### src/rtl/filter_scheduler_if.sv
// Purpose : request channel from the game FSM into filter_scheduler.
// Latency : none, wires only.
// Backpressure: req_ready is driven by the scheduler; a request transfers on req_valid && req_ready.
//
// Signals:
//   req_valid  - requester has a filter request
//   req_ready  - scheduler can take a request this cycle
//   req_filter - filter index (SEL_W bits)
//   req_frames - duration in frames, 0 = persistent until cancel
interface filter_scheduler_if #(
   parameter int SEL_W       = 2,
   parameter int FRAME_CNT_W = 8
);
   logic                   req_valid;
   logic                   req_ready;
   logic [SEL_W-1:0]       req_filter;
   logic [FRAME_CNT_W-1:0] req_frames;

   modport master (
      output req_valid,
      output req_filter,
      output req_frames,
      input  req_ready
   );

   modport slave (
      input  req_valid,
      input  req_filter,
      input  req_frames,
      output req_ready
   );
endinterface

### src/rtl/filter_scheduler.sv
// Purpose : frame-aligned one-hot enable controller for the pixel filter bank.
// Latency : frame_start at cycle t updates filter_en/filter_sel/frames_left at t+1.
// Backpressure: req_ready (combinational on state and cancel) is high in IDLE, and also in
//               ACTIVE when FILTER_SCHED_PREEMPT_EN is defined; low whenever cancel is high.
//
// Optional feature macro: FILTER_SCHED_PREEMPT_EN (requests may preempt a running filter).
//
// Ports:
//   clk, reset   - single clock, synchronous active-high reset
//   frame_start  - one-cycle pulse at the start of each frame
//   cancel       - level; ends the current or pending filter
//   req          - request channel (filter_scheduler_if.slave)
//   filter_en    - registered one-hot (or zero) enable to the filter bank
//   filter_sel   - registered index of the active filter, 0 when idle
//   frames_left  - frames remaining including the current one, 0 when idle or persistent
//   busy         - state is not IDLE
module filter_scheduler #(
   parameter int NUM_FILTERS = 4,
   parameter int SEL_W       = $clog2(NUM_FILTERS),
   parameter int FRAME_CNT_W = 8
) (
   input  logic                   clk,
   input  logic                   reset,
   input  logic                   frame_start,
   input  logic                   cancel,
   filter_scheduler_if.slave      req,
   output logic [NUM_FILTERS-1:0] filter_en,
   output logic [SEL_W-1:0]       filter_sel,
   output logic [FRAME_CNT_W-1:0] frames_left,
   output logic                   busy
);

   localparam logic [1:0] ST_IDLE   = 2'd0;
   localparam logic [1:0] ST_ARMED  = 2'd1;
   localparam logic [1:0] ST_ACTIVE = 2'd2;
   localparam logic [1:0] ST_DRAIN  = 2'd3;

   logic [1:0]             state;
   logic [SEL_W-1:0]       lat_filter;
   logic [FRAME_CNT_W-1:0] lat_frames;
   // ARMED was entered by preemption: the previous filter is still driving filter_en
   // and must not be dropped mid-frame.
   logic                   old_on;
   logic                   accept;
   logic                   expire;

   // Out-of-range indices match no bit, so the bank sees all-zero for that request.
   function automatic logic [NUM_FILTERS-1:0] onehot(input logic [SEL_W-1:0] idx);
      logic [NUM_FILTERS-1:0] v;
      v = '0;
      for (int i = 0; i < NUM_FILTERS; i++) begin
         if (SEL_W'(i) == idx) begin
            v[i] = 1'b1;
         end
      end
      return v;
   endfunction

`ifdef FILTER_SCHED_PREEMPT_EN
   assign req.req_ready = !cancel && ((state == ST_IDLE) || (state == ST_ACTIVE));
`else
   assign req.req_ready = !cancel && (state == ST_IDLE);
`endif

   assign accept = req.req_valid && req.req_ready;
   // Boundary at which the running filter turns off (count reached its last frame, or cancelled).
   assign expire = frame_start && (cancel || (frames_left == FRAME_CNT_W'(1)));
   assign busy   = (state != ST_IDLE);

   always_ff @(posedge clk) begin
      if (reset) begin
         state       <= ST_IDLE;
         lat_filter  <= '0;
         lat_frames  <= '0;
         old_on      <= 1'b0;
         filter_en   <= '0;
         filter_sel  <= '0;
         frames_left <= '0;
      end else begin
         case (state)
            ST_IDLE: begin
               // A same-cycle frame_start is deliberately ignored: the request waits
               // for the next boundary so it always gets full frames.
               if (accept) begin
                  lat_filter <= req.req_filter;
                  lat_frames <= req.req_frames;
                  state      <= ST_ARMED;
               end
            end

            ST_ARMED: begin
               if (cancel) begin
                  old_on <= 1'b0;
                  if (old_on && !frame_start) begin
                     // Preempted filter is still on: let it finish this frame.
                     state <= ST_DRAIN;
                  end else begin
                     filter_en   <= '0;
                     filter_sel  <= '0;
                     frames_left <= '0;
                     state       <= ST_IDLE;
                  end
               end else if (frame_start) begin
                  // Switches straight to the new one-hot value, no all-zero frame.
                  filter_en   <= onehot(lat_filter);
                  filter_sel  <= lat_filter;
                  frames_left <= lat_frames;
                  old_on      <= 1'b0;
                  state       <= ST_ACTIVE;
               end
            end

            ST_ACTIVE: begin
               if (expire) begin
                  filter_en   <= '0;
                  filter_sel  <= '0;
                  frames_left <= '0;
                  if (accept) begin
                     lat_filter <= req.req_filter;
                     lat_frames <= req.req_frames;
                     state      <= ST_ARMED;
                  end else begin
                     state <= ST_IDLE;
                  end
               end else if (cancel) begin
                  state <= ST_DRAIN;
               end else begin
                  // frames_left==0 is persistent and holds; no wrap below 1.
                  if (frame_start && (frames_left > FRAME_CNT_W'(1))) begin
                     frames_left <= frames_left - 1'b1;
                  end
                  if (accept) begin
                     lat_filter <= req.req_filter;
                     lat_frames <= req.req_frames;
                     old_on     <= 1'b1;
                     state      <= ST_ARMED;
                  end
               end
            end

            ST_DRAIN: begin
               if (frame_start) begin
                  filter_en   <= '0;
                  filter_sel  <= '0;
                  frames_left <= '0;
                  state       <= ST_IDLE;
               end
            end

            default: begin
               state <= ST_IDLE;
            end
         endcase
      end
   end

endmodule
### src/flat_wrapper.sv
// flat-port wrapper written by rule: the top's interface ports become plain ports
module filter_scheduler_flat 
#(
   parameter int NUM_FILTERS = 4,
   parameter int SEL_W       = $clog2(NUM_FILTERS),
   parameter int FRAME_CNT_W = 8
)
  (clk, reset, frame_start, cancel, filter_en, filter_sel, frames_left, busy, req_req_valid, req_req_filter, req_req_frames, req_req_ready);
  filter_scheduler_if #(.SEL_W(SEL_W), .FRAME_CNT_W(FRAME_CNT_W)) req_i ();
  input  logic clk;
  input  logic reset;
  input  logic frame_start;
  input  logic cancel;
  output logic [NUM_FILTERS-1:0] filter_en;
  output logic [SEL_W-1:0] filter_sel;
  output logic [FRAME_CNT_W-1:0] frames_left;
  output logic busy;
  input wire logic [$bits(req_i.req_valid)-1:0] req_req_valid;
  input wire logic [$bits(req_i.req_filter)-1:0] req_req_filter;
  input wire logic [$bits(req_i.req_frames)-1:0] req_req_frames;
  output wire logic [$bits(req_i.req_ready)-1:0] req_req_ready;
  assign req_i.req_valid = req_req_valid;
  assign req_i.req_filter = req_req_filter;
  assign req_i.req_frames = req_req_frames;
  assign req_req_ready = req_i.req_ready;
  filter_scheduler #(.NUM_FILTERS(NUM_FILTERS), .SEL_W(SEL_W), .FRAME_CNT_W(FRAME_CNT_W)) u_core (.clk(clk), .reset(reset), .frame_start(frame_start), .cancel(cancel), .req(req_i), .filter_en(filter_en), .filter_sel(filter_sel), .frames_left(frames_left), .busy(busy));
endmodule
### config.mk
export PLATFORM = sky130hd
export DESIGN_NAME = filter_scheduler_flat
export DESIGN_NICKNAME = d
export VERILOG_FILES = /design/src/rtl/filter_scheduler_if.sv /design/src/rtl/filter_scheduler.sv /design/src/flat_wrapper.sv
export SDC_FILE = /design/constraint.sdc
export NUM_CORES = 1
export LEC_CHECK = 0
export BUFFER_PORTS_ARGS = -buffer_cell sky130_fd_sc_hd__buf_4
export CAP_MARGIN = 20
export CORE_ASPECT_RATIO = 1.5
export CORE_UTILIZATION = 25
export CTS_CLUSTER_DIAMETER = 80
export DETAILED_ROUTE_END_ITERATION = 6
export GPL_TIMING_DRIVEN = 1
export PLACE_DENSITY = 0.43
export SYNTH_ARGS = -nofsm -noshare
export SYNTH_HDL_FRONTEND = slang
export SYNTH_SLANG_ARGS = --single-unit
### constraint.sdc
create_clock -name clk -period 2.07 [get_ports clk]
set_input_delay 0.3105 -clock clk [delete_from_list [all_inputs] [get_ports clk]]
set_output_delay 0.3105 -clock clk [all_outputs]
set_load 0.005 [all_outputs]
==> results of run 1 <==
repair_timing:
item                                    CTS  global route
resized for setup                         1             1
endpoints found under the setup margin    2             5
pin swaps                                 0             0
kinds of logic (layout without fill, tap and decap cells):
logic type	Yosys count	count (layout)
DFF	27	27
xor gates and xnor gates	4	4
muxes	1	1
buffers and inverters	16	57
adders and majority gates	2	2
and+or+nand+nor	73	73
AOI/OAI and AO/OA	48	48
cells in the mapped netlist, types with 2 or more instances:
cell type	number
nand2b_1	4
nor2_1	16
a211oi_2	2
nor3_2	4
a221oi_1	2
a221oi_2	6
clkbuf_1	4
or2_2	2
dfxtp_1	27
nand2_1	22
o21ai_1	2
nor3b_1	4
buf_4	3
buf_6	2
nand3_1	3
or4_4	2
nor3_1	7
o21ai_0	5
a21oi_1	19
xor2_1	3
inv_1	5
ha_1	2
path summary, 6_finish.rpt:
check                           to  slack (ns)  cells after the start
max reg2reg  u_core.frames_left[0]        0.09                      5
max          u_core.frames_left[0]        0.09                      5
min           u_core.lat_filter[0]        0.27                      3
min reg2reg   u_core.lat_frames[2]        0.47                      2
routing by layer:
| layer | track usage | part of all wire | vias up |
|---|---|---|---|
| li1 | - | - | 700 |
| met1 | 0.1695 | 0.45 | 647 |
| met2 | 0.2544 | 0.51 | 26 |
| met3 | 0.01540 | 0.027 | 4 |
| met4 | 0.04444 | 0.011 | 0 |
| met5 | 0 | 0 | - |
state kept, by name, summed over array words and instances (netlist names):
name,flops
u_core.lat_frames,8
u_core.filter_sel,2
u_core.filter_en,4
u_core.lat_filter,2
u_core.old_on,1
u_core.state,2
u_core.frames_left,8
worst reg2reg max path: cells and delay by family, from the launching register on:
kind | cells | cell delay, ns
and+or+nand+nor | 1 | 0.54
DFF | 1 | 0.34
AOI/OAI and AO/OA | 4 | 1.03
layout make-up:
class                           count  area (um2)  area share
Clock buffer                        3       41.29     0.02183
Clock inverter                      1       5.005    0.002646
Inverter                            5       18.77    0.009921
Multi-Input combinational cell    128       838.3      0.4431
Sequential cell                    27       540.5      0.2857
Tap cell                           70       87.58     0.04630
Timing Repair Buffer               48       360.3      0.1905
through the flow:
stage / hold slack (ns) / util
after floorplan: 0.4364 / -
after global placement: 0.4602 / 0.3309
after detailed placement: 0.4592 / 0.3309
after CTS: 0.2627 / 0.3392
after global routing: 0.2689 / 0.3394
final: 0.2692 / 0.3394
power by group through the flow:
stage               logic, uW  clock network [uW]  registers (uW)
global placement          306                   0             576
floorplan                 181                   0             577
finish                    304                 310             563
CTS                       306                 322             564
global route              336                 346             567
detailed placement        303                   0             575
placed cells by master (no fill, tap or decap), drive strengths merged, types with 2 or more instances in the layout:
cell	synthesis	layout
nor3b	4	4
a221oi	8	8
buf	6	48
nand3	3	3
a211oi	3	3
nor3	11	11
o21ai	8	8
xor2	3	3
dfxtp	27	27
nand2b	4	4
nand2	22	22
inv	5	5
a21oi	21	21
clkbuf	5	3
ha	2	2
nor2	16	16
or2	3	3
or4	2	2
==> flow_metrics.tcl, run 1 <==
set metrics [dict create \
    max_freq_mhz 505.4 \
    port_buffers 30 \
    crit_start "u_core.frames_left[3]" \
    drv_slew 0 \
    synth_cell_type_count 47 \
    crit_arrival_ns 2.18 \
    drive_above_1_share 0.3491 \
    first_global_vias 1339 \
    combPwrFrac 0.258 \
    finalCritPeriodShare 0.9558 \
    setup_viol 0 \
    rows 33 \
    dieWidth_um 64.59 \
    place_area_mm2 0.001844 \
    hpwl_um 2981 \
    fin_setup_tns_ns 0 \
    status "completed" \
    cts_root_buf "clkbuf_8" \
    synth_top_family_by_area "simple AND/OR/NAND/NOR gates" \
    grt_max_degree 29 \
    first_iter_violations 39 \
    cts_max_level 1 \
    min_from "req_req_filter[0]" \
    drc_errors 0 \
    cts.sinks 27 \
    critical_path.max_fanout 10 \
    path_buf_inv 0 \
    final_cells 282 \
    cp_slowest_cell "or4_4" \
    slew_headroom 0.7040 \
    postCtsSetupBuffers 0 \
    timing.final.ws_setup_ns 0.09143 \
    rsz0062_at_grt "yes" \
    cts_tree "built" \
    power_uw 1177 \
    seq_area_frac_synth 0.3680 \
    synth_xor_area_frac 0.02385 \
    p_int_uw 821.2 \
    antenna_cells 0 \
    wirelength_um 4038 \
    syn2layout_area_growth_pct 28.79 \
    grt_overflow 0 \
    synth.top_cells.by_area "dfxtp_1 37%, a21oi_1 6.5%, a221oi_2 6.1%, nand2_1 5.6%, nor2_1 4.1%" \
    netlist.area_leader.share 0.3680 \
    path_delay_family "compound AO/OA/AOI/OAI gates" \
    leakage_uw 0.0007595 \
    critPathCaptureType "flop" \
    avgSynthCellArea_um2 8.590 \
    swShare 0.3022 \
    place_inst 278 \
    wire_per_inst_um 14.32 \
    dominantRegCellSynth "dfxtp_1" \
    slowest_delay_ns 0.54 \
    fill_cells 620 \
    antenna_found_initial 0 \
    min_period_ns 1.979 \
    seqPwrFrac 0.479 \
    clockBufferDepth 2 \
    switchingPower_uw 355.7 \
    core_area_mm2 0.005574 \
    crit_type "flop to flop" \
    die_y_um 95.88 \
    track_usage 0.1398 \
    dpl_worst_slack_ns -0.01852 \
    synth_top_area_cell "dfxtp_1" \
    start_kind "flop" \
    tightestPinTransition_ns 0.4411 \
    ys_warn_count 0 \
    nets 230 \
    synth-edff-count 0 \
    syn_nets 188 \
    via_count 1377 \
    gp_congestion 0.7593 \
    hold_viol 0 \
    max-vdd-ir-drop_uv 328.4 \
    finalClockSkew_ns 0.008059 \
    ant_nets 0 \
    grt_pass1_wl_um 6534 \
    path_cells "or4_4 > o41ai_2 > a31o_2 > a221oi_2 > a211oi_2" \
    synth_cells 171 \
    postSynth.asyncResetShare 0 \
    hp-class "input port to flop" \
    crit_required_ns 2.27 \
    maxCapViolCount 0 \
    ys_ff_latch 27 \
    reg2reg_from "u_core.frames_left[3]" \
    synth_fa_ha_area_frac 0.01704 \
    fin_area_mm2 0.001892 \
    power_frac_clock 0.263 \
    vias_per_cell 4.883 \
    p_per_area_mw_per_mm2 622.1 \
    io_pins 31 \
    clk_latency_ns 0.28 \
    firstDrtPassIters 5 \
    cts_buffers 3 \
    synth-compound-area-share 0.2572 \
    die-area_mm2 0.006192 \
    synth.mux.area_fraction 0.006814 \
    synth_simple_gate_area_frac 0.2649 \
    clkTransAtPathRegs_ns 0.10 \
    start_util 0.2635 \
    cts-hold-fix-buffers 0 \
    synth_area_mm2 0.001469 \
]
(Power assumes the default switching activity.)
==> inputs of run 2 (changes only) <==
--- a/config.mk
+++ b/config.mk
@@ -5,6 +5,7 @@
 export SDC_FILE = /design/constraint.sdc
 export NUM_CORES = 1
 export LEC_CHECK = 0
+export ABC_AREA = 1
 export BUFFER_PORTS_ARGS = -buffer_cell sky130_fd_sc_hd__buf_4
 export CAP_MARGIN = 20
 export CORE_ASPECT_RATIO = 1.5
==> flow_metrics.tcl, run 2 <==
set metrics [dict create \
    syn2layout_area_growth_pct 22.32 \
    rows 34 \
    crit_arrival_ns 1.61 \
    nets 269 \
    synth_cell_type_count 25 \
    fin_setup_tns_ns 0 \
    tightestPinTransition_ns 0.4185 \
    clk_latency_ns 0.28 \
    cts_root_buf "clkbuf_8" \
    clockBufferDepth 2 \
    critPathCaptureType "output port" \
    reg.largest.list "u_core.frames_left x8, u_core.lat_frames x8, u_core.filter_en x4" \
    fill_cells 661 \
    clkTransAtPathRegs_ns 0.10 \
    vias_per_cell 4.455 \
    first_global_vias 1397 \
    synth_commonest_cells "63 x nand2_1, 30 x nor2_1, 27 x dfxtp_1, 27 x nand3_1, 21 x inv_1" \
    grt_overflow 0 \
    ys_ff_latch 27 \
    hpwl_um 2839 \
    regArea_um2 540.5 \
    fin_area_mm2 0.001810 \
    crit_required_ns 1.76 \
    antenna_cells 0 \
    die-area_mm2 0.006239 \
    ys_warn_count 0 \
    cts-hold-fix-buffers 0 \
    final_cell_mix "63 x nand2_1, 33 x buf_4, 30 x nor2_1" \
    setup_viol 0 \
    io_pins 31 \
    postCtsSetupBuffers 0 \
    max-vdd-ir-drop_uv 210.0 \
    postSynth.asyncResetShare 0 \
    seq_area_frac_synth 0.3652 \
    port_buffers 30 \
    crit_type "flop to output port" \
    cts_max_level 1 \
    dieWidth_um 64.83 \
    slowest_delay_ns 0.41 \
    maxCapViolCount 0 \
    slew_headroom 0.7207 \
    cts_tree "built" \
    reg2reg_depth 11 \
    synth-edff-count 0 \
    min_path_cells 3 \
    wire_per_inst_um 11.78 \
    synth_cells 223 \
    cts_buffers 3 \
    dominantRegCellSynth "dfxtp_1" \
    start_util 0.2577 \
    yosysMostFrequentCell "nand2_1" \
    rsz0062_at_grt "no" \
    start_kind "flop" \
    finalClockSkew_ns 0.01045 \
    via_count 1439 \
    cp_slowest_cell "dfxtp_1" \
    post_cts_resized 0 \
    track_usage 0.1326 \
    status "completed" \
    max_freq_mhz 521.5 \
    cts.sinks 27 \
    finalCritPeriodShare 0.9263 \
    syn_nets 240 \
    hold_viol 0 \
    grt_pass1_wl_um 6389 \
    place_area_mm2 0.001765 \
    wirelength_um 3804 \
    p_per_area_mw_per_mm2 669.6 \
    first_iter_violations 53 \
    die_y_um 96.24 \
    synth_area_mm2 0.001480 \
    antenna_found_initial 0 \
    path_cells "nor2_4 > inv_1 > nor2_4 > buf_4 > buf_4" \
    final_cells 323 \
    drive_above_1_share 0.1833 \
    synth.top_cells.by_area "dfxtp_1 37%, nand2_1 16%, nand3_1 9.1%, nor2_1 7.6%, a21oi_1 6.4%" \
    synth_top_area_cell "dfxtp_1" \
    hp-class "input port to flop" \
    layout_commonest_cell "nand2_1" \
    place_inst 319 \
    drc_errors 0 \
    gp_congestion 0.7790 \
    grt_max_degree 18 \
    leakage_uw 0.0008518 \
    min_period_ns 1.918 \
    multiInputGateArea_um2 808.3 \
    critical_path.max_fanout 10 \
    firstDrtPassIters 4 \
    ant_nets 0 \
    netlist.area_leader.share 0.3652 \
    avgSynthCellArea_um2 6.638 \
    core_area_mm2 0.005743 \
    drv_slew 0 \
]
## run 2: cell count changes after synthesis, sizes merged, moves of 3 or more
cell	before	now
nor2	16	32
nand2b	4	0
inv	5	21
a221oi	8	0
o21ai	8	3
nand2	22	68
or2	3	0
nor3b	4	0
a211oi	3	0
nor3	11	4
nand3	3	28
## run 2: area by class of cell
class                      count  area share
timing repair buffer          33      0.1368
clock buffer                   4     0.02488
multi-input combinational    166      0.4464
tap                           72     0.04976
sequential                    27      0.2985
inverter                      21     0.04354
## run 2: cell families (layout without fill, tap and decap cells)
logic type / Yosys count / count (layout) / synth area share
buf+inv: 30 / 58 / 0.08876
simple gates: 138 / 138 / 0.4328
compound gates: 23 / 23 / 0.07861
flops: 27 / 27 / 0.3652
xor+xnor: 3 / 3 / 0.01775
fa+ha+maj: 2 / 2 / 0.01690
## run 2: worst paths after layout
| kind | from | end | slack, ns |
|---|---|---|---|
| worst max register to register | u_core.frames_left[0] | u_core.frames_left[5] | 0.36 |
| worst min-delay path | req_req_frames[4] | u_core.lat_frames[4] | 0.31 |
| worst min register to register | u_core.lat_frames[5] | u_core.lat_frames[5] | 0.47 |
| worst max-delay path | u_core.state[1] | req_req_ready | 0.15 |
## run 2: report_power, final
group	switching [uW]	internal (uW)	total (uW)	leakage [uW]
Sequential	27.5	550	578	0.000220
Clock	178	138	316	0.0000228
Combinational	186	132	318	0.000609
## run 2: layer usage
layer / vias up / track usage / wire [um]
li1: 767 / - / -
met5: - / 0 / 0
met1: 648 / 0.1568 / 1736
met2: 20 / 0.2413 / 1939
met3: 4 / 0.01422 / 67
met4: 0 / 0.05000 / 61
## run 2: per-stage QoR
step                  util  worst slack, ns  total power (uW)  hold slack (ns)
floorplan                -           0.5133             807.6           0.4330
global placement    0.3074           0.3294             916.9           0.4497
detailed placement  0.3074           0.3849             911.6           0.4476
CTS                 0.3153           0.1191              1231           0.2993
global route        0.3153          0.01813              1295           0.2977
finish              0.3153           0.1525              1212           0.3086
## run 2: worst max-delay path, delay by kind of cell, from the launching register on
family	cells	cell delay (ns)
and+or+nand+nor	2	0.47
DFF	1	0.41
buffers and inverters	3	0.43
==> inputs of run 3 (changes only) <==
==> constraint.sdc (replaced) <==
create_clock -name clk -period 2.07 [get_ports clk]
set_input_delay 0.207 -clock clk [delete_from_list [all_inputs] [get_ports clk]]
set_output_delay 0.207 -clock clk [all_outputs]
set_load 0.005 [all_outputs]
==> flow_metrics.tcl, run 3 (synthesis gave the netlist of run 2 again) <==
set metrics [dict create \
    ant_nets 0 \
    tightestPinTransition_ns 0.4106 \
    reg2reg_depth 11 \
    status "completed" \
    slowest_delay_ns 0.41 \
    crit_arrival_ns 1.56 \
    firstDrtPassIters 4 \
    clk_latency_ns 0.28 \
    die_y_um 96.24 \
    die-area_mm2 0.006239 \
    maxCapViolCount 0 \
    path_cells "nor2_4 > inv_1 > nor2_4 > buf_4 > buf_4" \
    power_frac_clock 0.261 \
    final_cell_mix "63 x nand2_1, 33 x buf_4, 30 x nor2_1" \
    finalCritPeriodShare 0.8541 \
    track_usage 0.1317 \
    rows 34 \
    grt_pass1_wl_um 6244 \
    seqPwrFrac 0.475 \
    cts-hold-fix-buffers 0 \
    gp_congestion 0.7689 \
    crit_type "flop to output port" \
    grt_max_degree 18 \
    hp-class "input port to flop" \
    post_cts_resized 0 \
    wirelength_um 3839 \
    port_buffers 30 \
    min_period_ns 1.768 \
    leakage_uw 0.0008518 \
    antenna_cells 0 \
    crit_required_ns 1.86 \
    start_kind "flop" \
    critPathCaptureType "output port" \
    max_freq_mhz 565.6 \
    nets 269 \
    crit_start "u_core.state[1]" \
    antenna_found_initial 0 \
    cts_tree "built" \
    first_iter_violations 35 \
    drc_errors 0 \
    cp_slowest_cell "dfxtp_1" \
    reg2reg_from "u_core.frames_left[1]" \
    setup_viol 0 \
    wire_per_inst_um 11.89 \
    clockBufferDepth 2 \
    crit_end "req_req_ready" \
    cts_max_level 1 \
    reg.largest.list "u_core.frames_left x8, u_core.lat_frames x8, u_core.filter_en x4" \
    p_int_uw 820.5 \
    drv_slew 0 \
    cts_root_buf "clkbuf_8" \
    max-vdd-ir-drop_uv 196.3 \
    syn2layout_area_growth_pct 22.32 \
    rsz0062_at_grt "no" \
    combPwrFrac 0.264 \
    p_per_area_mw_per_mm2 671.0 \
    cts_buffers 3 \
    reg2reg_slack_ns 0.36 \
    io_pins 31 \
    core_area_mm2 0.005743 \
    vias_per_cell 4.542 \
    dieWidth_um 64.83 \
    final_util 0.3153 \
    switchingPower_uw 394.3 \
    fin_setup_tns_ns 0 \
    hpwl_um 2863 \
    swShare 0.3246 \
    finalClockSkew_ns 0.002153 \
    slew_headroom 0.7260 \
    via_count 1467 \
    cts.sinks 27 \
    r2r-end "u_core.filter_sel[1]" \
    grt_overflow 0 \
    fill_cells 658 \
    drive_above_1_share 0.1833 \
    clkTransAtPathRegs_ns 0.10 \
    critical_path.max_fanout 10 \
    layout_commonest_cell "nand2_1" \
    start_util 0.2577 \
    hold_viol 0 \
    first_global_vias 1406 \
    postCtsSetupBuffers 0 \
]
==> run 3: cell counts in the layout (fill, tap and decap cells not counted) <==
No cell type changed its count.
==> run 3: worst min-delay path by stage <==
stage / cells after the start / startpoint / to / slack [ns]
global placement: 2 / u_core.lat_frames[1] / u_core.lat_frames[1] / 0.45
CTS: 3 / req_req_frames[6] / u_core.lat_frames[6] / 0.19
floorplan: 2 / req_req_frames[0] / u_core.lat_frames[0] / 0.37
global route: 3 / req_req_frames[6] / u_core.lat_frames[6] / 0.19
detailed placement: 2 / u_core.old_on / u_core.old_on / 0.45
finish: 3 / req_req_frames[0] / u_core.lat_frames[0] / 0.19
==> run 3: routing by layer <==
| layer | global-route usage | part of all wire | up-vias |
|---|---|---|---|
| met4 | 0.06111 | 0.020 | 0 |
| met3 | 0.01659 | 0.027 | 6 |
| met5 | 0 | 0 | - |
| met1 | 0.1521 | 0.44 | 666 |
| met2 | 0.2370 | 0.51 | 24 |
| li1 | - | - | 771 |
==> run 3: through the flow <==
step | cell area [um2] | total power, uW | cells | hold WS [ns] | worst slack, ns
floorplan | 1480 | 807.6 | 223 | 0.3717 | 0.5133
global placement | 1765 | 917.1 | 319 | 0.4494 | 0.3190
detailed placement | 1765 | 912.2 | 319 | 0.4524 | 0.3617
CTS | 1810 | 1235 | 323 | 0.1863 | 0.2723
global route | 1810 | 1295 | 323 | 0.1899 | 0.1322
finish | 1810 | 1215 | 323 | 0.1930 | 0.3019
==> run 3: cell type report <==
class,count,area [um2],area share
Tap cell,72,90.09,0.04976
Multi-Input combinational cell,166,808.3,0.4464
Sequential cell,27,540.5,0.2985
Timing Repair Buffer,33,247.7,0.1368
Clock buffer,4,45.04,0.02488
Inverter,21,78.83,0.04354
==> run 3: worst max-delay path: cells and delay by family, from the launching register on <==
| family | cells | cell delay [ns] |
|---|---|---|
| DFF | 1 | 0.41 |
| and+or+nand+nor | 2 | 0.41 |
| buffers and inverters | 3 | 0.45 |
==> run 3: power by group through the flow <==
stage          logic (uW)  registers, uW  clock network (uW)
2_1_floorplan         223            584                   0
3_3_place_gp          327            590                   0
3_5_place_dp          323            590                   0
4_1_cts               324            578                 333
5_1_grt               367            582                 345
6_report              321            577                 317
